`src/rtl/down_count_monitor_if.sv`:
```
`default_nettype none
// +-----------------------------------------------------------------------------+
// | down_count_monitor_if                                                       |
// | Bus between a down-counter sampler and its legality monitor.                |
// | Rev 1.0                                                                     |
// +-----------------------------------------------------------------------------+
interface down_count_monitor_if #(
    parameter int WIDTH = 4,
    parameter int CNT_W = 8
);
    logic [WIDTH-1:0] cnt_in;
    logic             cnt_vld;
    logic             clear;
    logic             locked;
    logic             err_pulse;
    logic             wrap_pulse;
    logic             reload_pulse;
    logic [CNT_W-1:0] err_cnt;
    logic [CNT_W-1:0] wrap_cnt;

    modport master (
        output cnt_in, cnt_vld, clear,
        input  locked, err_pulse, wrap_pulse, reload_pulse, err_cnt, wrap_cnt
    );

    modport slave (
        input  cnt_in, cnt_vld, clear,
        output locked, err_pulse, wrap_pulse, reload_pulse, err_cnt, wrap_cnt
    );
endinterface
`default_nettype wire

```
`src/rtl/down_count_monitor.sv`:
```
`default_nettype none
// +-----------------------------------------------------------------------------+
// | down_count_monitor                                                          |
// | Checks each sampled down-counter update is a decrement or reload to '1.     |
// | Rev 1.0                                                                     |
// +-----------------------------------------------------------------------------+
module down_count_monitor #(
    parameter int WIDTH  = 4,
    parameter int CNT_W  = 8,
    parameter int LOCK_N = 2
) (
    input  wire logic          clk,
    input  wire logic          rst,
    down_count_monitor_if.slave mon
);

    localparam int RUN_W = $clog2(LOCK_N + 1);

    localparam logic [WIDTH-1:0] c_all_ones = '1;
    localparam logic [WIDTH-1:0] c_val_zero = '0;
    localparam logic [WIDTH-1:0] c_val_one  = WIDTH'(1);
    localparam logic [RUN_W-1:0] c_run_one  = RUN_W'(1);
    localparam logic [RUN_W-1:0] c_lock_n   = RUN_W'(LOCK_N);
    localparam logic [CNT_W-1:0] c_cnt_max  = '1;
    localparam logic [CNT_W-1:0] c_cnt_one  = CNT_W'(1);

    typedef enum logic [1:0] {
        ST_IDLE    = 2'd0,
        ST_ACQUIRE = 2'd1,
        ST_LOCKED  = 2'd2
    } state_t;

    state_t           state_q,    state_d;
    logic [WIDTH-1:0] prev_q,     prev_d;
    logic [RUN_W-1:0] run_q,      run_d;
    logic             locked_q,   locked_d;
    logic             err_q,      err_d;
    logic             wrap_q,     wrap_d;
    logic             reload_q,   reload_d;
    logic [CNT_W-1:0] err_cnt_q,  err_cnt_d;
    logic [CNT_W-1:0] wrap_cnt_q, wrap_cnt_d;

    logic [WIDTH-1:0] w_prev_dec;
    logic [RUN_W-1:0] w_run_inc;
    logic             w_legal;
    logic             w_reload;
    logic             w_wrap;

    // A 0 -> all-ones step is a legal decrement, so it never counts as a reload.
    assign w_prev_dec = prev_q - c_val_one;
    assign w_legal    = (mon.cnt_in == w_prev_dec);
    assign w_reload   = (mon.cnt_in == c_all_ones) && (prev_q != c_val_zero);
    assign w_wrap     = w_legal && (prev_q == c_val_zero);
    assign w_run_inc  = run_q + c_run_one;

    always_comb begin
        state_d  = state_q;
        prev_d   = prev_q;
        run_d    = run_q;
        err_d    = 1'b0;
        wrap_d   = 1'b0;
        reload_d = 1'b0;

        if (mon.cnt_vld) begin
            prev_d = mon.cnt_in;
            case (state_q)
                ST_IDLE: begin
                    run_d   = '0;
                    state_d = ST_ACQUIRE;
                end
                ST_ACQUIRE: begin
                    if (w_legal) begin
                        wrap_d = w_wrap;
                        run_d  = w_run_inc;
                        if (w_run_inc >= c_lock_n) begin
                            state_d = ST_LOCKED;
                        end
                    end else begin
                        run_d    = '0;
                        reload_d = w_reload;
                    end
                end
                ST_LOCKED: begin
                    if (w_legal) begin
                        wrap_d = w_wrap;
                    end else if (w_reload) begin
                        reload_d = 1'b1;
                    end else begin
                        err_d   = 1'b1;
                        run_d   = '0;
                        state_d = ST_ACQUIRE;
                    end
                end
                default: begin
                    state_d = ST_IDLE;
                end
            endcase
        end

        locked_d = (state_d == ST_LOCKED);

        // Clear takes precedence over a coincident increment.
        if (mon.clear) begin
            err_cnt_d  = '0;
            wrap_cnt_d = '0;
        end else begin
            err_cnt_d  = (err_d  && (err_cnt_q  != c_cnt_max)) ? err_cnt_q  + c_cnt_one : err_cnt_q;
            wrap_cnt_d = (wrap_d && (wrap_cnt_q != c_cnt_max)) ? wrap_cnt_q + c_cnt_one : wrap_cnt_q;
        end
    end

    always_ff @(posedge clk) begin
        if (rst) begin
            state_q    <= ST_IDLE;
            prev_q     <= '0;
            run_q      <= '0;
            locked_q   <= 1'b0;
            err_q      <= 1'b0;
            wrap_q     <= 1'b0;
            reload_q   <= 1'b0;
            err_cnt_q  <= '0;
            wrap_cnt_q <= '0;
        end else begin
            state_q    <= state_d;
            prev_q     <= prev_d;
            run_q      <= run_d;
            locked_q   <= locked_d;
            err_q      <= err_d;
            wrap_q     <= wrap_d;
            reload_q   <= reload_d;
            err_cnt_q  <= err_cnt_d;
            wrap_cnt_q <= wrap_cnt_d;
        end
    end

    assign mon.locked       = locked_q;
    assign mon.err_pulse    = err_q;
    assign mon.wrap_pulse   = wrap_q;
    assign mon.reload_pulse = reload_q;
    assign mon.err_cnt      = err_cnt_q;
    assign mon.wrap_cnt     = wrap_cnt_q;

endmodule
`default_nettype wire

```
`src/flat_wrapper.sv`:
```
// flat-port wrapper written by rule: the top's interface ports become plain ports
module down_count_monitor_flat 
#(
    parameter int WIDTH  = 4,
    parameter int CNT_W  = 8,
    parameter int LOCK_N = 2
)
  (clk, rst, mon_cnt_in, mon_cnt_vld, mon_clear, mon_locked, mon_err_pulse, mon_wrap_pulse, mon_reload_pulse, mon_err_cnt, mon_wrap_cnt);
  down_count_monitor_if #(.WIDTH(WIDTH), .CNT_W(CNT_W)) mon_i ();
  input  wire logic clk;
  input  wire logic rst;
  input wire logic [$bits(mon_i.cnt_in)-1:0] mon_cnt_in;
  input wire logic [$bits(mon_i.cnt_vld)-1:0] mon_cnt_vld;
  input wire logic [$bits(mon_i.clear)-1:0] mon_clear;
  output wire logic [$bits(mon_i.locked)-1:0] mon_locked;
  output wire logic [$bits(mon_i.err_pulse)-1:0] mon_err_pulse;
  output wire logic [$bits(mon_i.wrap_pulse)-1:0] mon_wrap_pulse;
  output wire logic [$bits(mon_i.reload_pulse)-1:0] mon_reload_pulse;
  output wire logic [$bits(mon_i.err_cnt)-1:0] mon_err_cnt;
  output wire logic [$bits(mon_i.wrap_cnt)-1:0] mon_wrap_cnt;
  assign mon_i.cnt_in = mon_cnt_in;
  assign mon_i.cnt_vld = mon_cnt_vld;
  assign mon_i.clear = mon_clear;
  assign mon_locked = mon_i.locked;
  assign mon_err_pulse = mon_i.err_pulse;
  assign mon_wrap_pulse = mon_i.wrap_pulse;
  assign mon_reload_pulse = mon_i.reload_pulse;
  assign mon_err_cnt = mon_i.err_cnt;
  assign mon_wrap_cnt = mon_i.wrap_cnt;
  down_count_monitor #(.WIDTH(WIDTH), .CNT_W(CNT_W), .LOCK_N(LOCK_N)) u_core (.clk(clk), .rst(rst), .mon(mon_i));
endmodule
```
`config.mk`:
```
export PLATFORM = sky130hd
export DESIGN_NAME = down_count_monitor_flat
export DESIGN_NICKNAME = d
export VERILOG_FILES = /design/src/rtl/down_count_monitor_if.sv /design/src/rtl/down_count_monitor.sv /design/src/flat_wrapper.sv
export SDC_FILE = /design/constraint.sdc
export NUM_CORES = 1
export LEC_CHECK = 0
export ABC_AREA = 0
export CAP_MARGIN = 20
export CORE_MARGIN = 2
export CORE_UTILIZATION = 36
export DETAILED_ROUTE_END_ITERATION = 12
export GPL_TIMING_DRIVEN = 0
export SYNTH_ARGS = -nofsm -noshare
export SYNTH_HDL_FRONTEND = slang
export SYNTH_SLANG_ARGS = --single-unit
```
`constraint.sdc`:
```
create_clock -name clk -period 4.4 [get_ports clk]
set_input_delay 0.88 -clock clk [delete_from_list [all_inputs] [get_ports clk]]
set_output_delay 0.88 -clock clk [all_outputs]
set_load 0.01 [all_outputs]
```
==> key figures <==
Die
  – Initial core utilization: 37.92%
  – I/O pins: 28
  – Die Y: 69.15 um
  – Core ar.: 4029 sq um
  – Placement Rows: 23
  – Die area: 4781 sq um
  – DIE WIDTH: 69.15 um

Finish
  – Area grow syn2layout: 25.39%
  – Ant. Diodes: 0
  – Final instance area: 1916 sq um
  – Non-filler instance count after layout: 262
  – FF+latch area: 560.5 sq um
  – Final Util: 47.55%
  – Multi-input gate area: 917.1 sq um
  – Layout fillers: 405
  – Share of layout cells above drive strength 1: 4.245%
  – Nets: 228

Clock tree
  – CTS tree: built
  – Later-pin clock latency in the skew report: 0.28 ns
  – Max clock buf depth: 2
  – Post-CTS Hold Fix Bufs: 0
  – Root Buffer: clkbuf_8
  – CTS Buf Count: 3
  – CTS resizes: 0
  – Clock-pin slew on the worst setup and hold paths: 0.09 ns
  – Clk sinks: 28
  – Post-CTS Setup Bufs: 0
  – # H-tree levels: 1

STA
  – Max Fclk: 338.0 MHz
  – Setup violators final: 0
  – Tcrit/Tclk final: 67.25%
  – Min cycle time layout: 2.959 ns
  – Slew margin rel.: 54.63%
  – Post-route setup TNS: 0 ns
  – Clock skew: 0.002233 ns
  – Worst Max-Slew Pin Slew: 0.6753 ns
  – Post-route worst setup slack: 1.441 ns
  – Max-slew violation count: 0
  – Final hold violation count: 0
  – Hold slack: 0.5086 ns
  – RSZ-0062 raised after global routing: no

Setup path
  – Critical path launch point type: primary input
  – Crit path from: mon_cnt_in[3]
  – Type of the worst setup path: in2reg
  – Critical path's slowest cell: nor3_1
  – Worst EP required: 4.61 ns
  – R2r setup slk: 1.88 ns
  – Worst Setup EP: u_core.mon.err_cnt[1]
  – RR Endpoint: u_core.mon.err_cnt[1]
  – RR Startpoint: u_core.prev_q[0]
  – Crit-path max cell delay: 0.61 ns
  – Critical path, cell by cell: clkdlybuf4s50_1 -> xnor2_1 -> xnor2_2 -> nor3_1 -> clkbuf_1 -> o21ai_0 -> a21oi_1
  – Crit. End Element: register
  – Max FO, Critical Path: 10
  – R2r worst-path depth: 8
  – WP data arrival: 3.17 ns

Power and ir drop
  – Worst vdd ir: 0.1152 mV
  – Clock power share: 32.9%
  – Cell Pwr Density: 254.7 nW/um^2
  – Design Power: 0.4879 mW
  – Switch Pwr: 0.1247 mW
  – Leakage: 0.6368 nW
  – Internal: 0.3632 mW
  – Switching part of the total power: 25.57%
  – Gate power share: 13.6%
  – Seq pwr share: 53.5%

Yosys
  – Mean Syn Cell Area: 8.440 sq um
  – Yosys warns: 0
  – Yosys top cell area share: 36.69%
  – Register area share after synthesis: 36.69%
  – Post-synth cell types: 43
  – Yosys top cell by area: dfxtp_1
  – Main flop type after synthesis: dfxtp_1
  – Post-Synth Simple-Gate Area: 28.26%
  – Area contributors post-synth: dfxtp_1 (37%), ha_1 (5.7%), nor2_1 (4.7%)
  – Syn nets: 196
  – Mapped Area: 1528 sq um
  – Cells after Synth: 181
  – Synth Area in Compound Gates: 14.74%
  – Post-Synth Adder-Cell Area: 5.733%
  – Main combinational cell family by area after synthesis: simple AND/OR/NAND/NOR gates
  – Post-synth EDFFs: 0
  – Post-Synth XOR/XNOR Area: 7.371%
  – Async set or reset register ratio after synthesis: 0%
  – Mux cell area share after synthesis: 3.931%
  – Most frequent cells after synthesis: dfxtp_1 (28), nor2_1 (19), nand2_1 (14)
  – Most common cell in the netlist: dfxtp_1
  – #FFs+latches synth: 28

Global route
  – Largest net degree at the start of global routing: 16
  – GRT Overall Usage: 15.03%
  – First-pass GRT wire length: 6016 um
  – Initial antenna violation count: 0
  – Vias in the first global route: 1333
  – GR Overflow Total: 0

Place
  – Post-place setup slack: 1.162 ns
  – GP Congestion: 0.8195
  – Placed Cells incl. Taps: 258
  – IO Port Bufs: 27
  – Final HPWL DP: 2719 um
  – Area post-placement: 1861 sq um

Detailed routing
  – Vias per cell: 5.534
  – Wire per inst: 13.67 um
  – Met3 WL: 175 um
  – DRC violations left: 0
  – Via count: 1450
  – M1 wire length: 1710 um
  – Detail Route Antenna Nets: 0
  – Routed wire length: 3582 um
  – DR pass1 iterations: 4
  – WL met2: 1653 um
  – Top Metal Used: met4
  – DR iter-0 viols: 75

Flow run
  – Max-cap violations: 0

Run status
  – Status: complete, no violations

Worst hold path
  – Hold crit path type: reg2reg
[worst min path at each step]
stage	start	to	slack [ns]	depth (start not counted)
finish	u_core.mon.wrap_cnt[7]	u_core.mon.wrap_cnt[7]	0.51	2
CTS	u_core.mon.wrap_cnt[7]	u_core.mon.wrap_cnt[7]	0.51	2
detailed placement	u_core.mon.wrap_cnt[7]	u_core.mon.wrap_cnt[7]	0.50	2
floorplan	u_core.mon.err_cnt[7]	u_core.mon.err_cnt[7]	0.50	2
global route	u_core.mon.wrap_cnt[7]	u_core.mon.wrap_cnt[7]	0.55	2
global placement	u_core.mon.err_cnt[7]	u_core.mon.err_cnt[7]	0.49	2
[logic make-up after synthesis]
kind of cell	Yosys count
fa+ha+maj	7
simple gates	80
compound gates	35
flops	28
buf+inv	13
xor+xnor	12
mux	6
[layer usage]
layer	vias to the layer above	track usage, %
met5	-	0
met4	0	6.100
met3	5	3.216
met2	34	24.47
met1	688	19.26
li1	723	-
[critical path: cells and delay by family]
| kind | cells | cell delay [ns] |
|---|---|---|
| AO/OA/AOI/OAI | 2 | 0.33 |
| XOR/XNOR | 2 | 0.42 |
| buffers and inverters | 2 | 0.92 |
| AND/OR/NAND/NOR | 1 | 0.61 |
[placed cells by master, fill, tap and decap left out, types with 2 or more instances in the layout]
master	count
a21oi_1	10
inv_1	7
nand4b_1	2
clkbuf_8	4
nand3_1	9
o211ai_1	2
nand2_1	14
ha_1	7
a221oi_1	2
nand4_1	4
o21ai_0	9
or4_1	3
nand2b_1	3
o31ai_1	2
nor3_1	6
clkdlybuf4s50_1	27
o21a_1	2
nor2_1	19
xor2_1	3
or3_1	3
nor4_1	6
mux2i_1	6
clkbuf_1	4
and2_1	3
xnor2_1	8
dfxtp_1	28
[cell type report]
cell class,count,area share (%)
Tap cell,50,3.266
Timing Repair Buffer,27,14.11
Multi-Input combinational cell,140,47.88
Sequential cell,28,29.26
Buffer,6,1.241
Inverter,7,1.372
Clock buffer,4,2.874
[power by group through the flow]
stage / clock [mW] / combinational [mW] / sequential (mW)
final: 0.160 / 0.0665 / 0.261
after floorplan: 0 / 0.0461 / 0.266
after global routing: 0.176 / 0.0732 / 0.262
after CTS: 0.168 / 0.0664 / 0.261
after detailed placement: 0 / 0.0661 / 0.267
after global placement: 0 / 0.0649 / 0.267
[flip-flops by register name, indices dropped and copies added (netlist names)]
register,flops
u_core.mon.err_cnt,8
u_core.mon.err_pulse,1
u_core.mon.locked,1
u_core.mon.reload_pulse,1
u_core.mon.wrap_cnt,8
u_core.mon.wrap_pulse,1
u_core.prev_q,4
u_core.run_q,2
u_core.state_q,2
No activity file was read; power rests on OpenSTA's default activity.
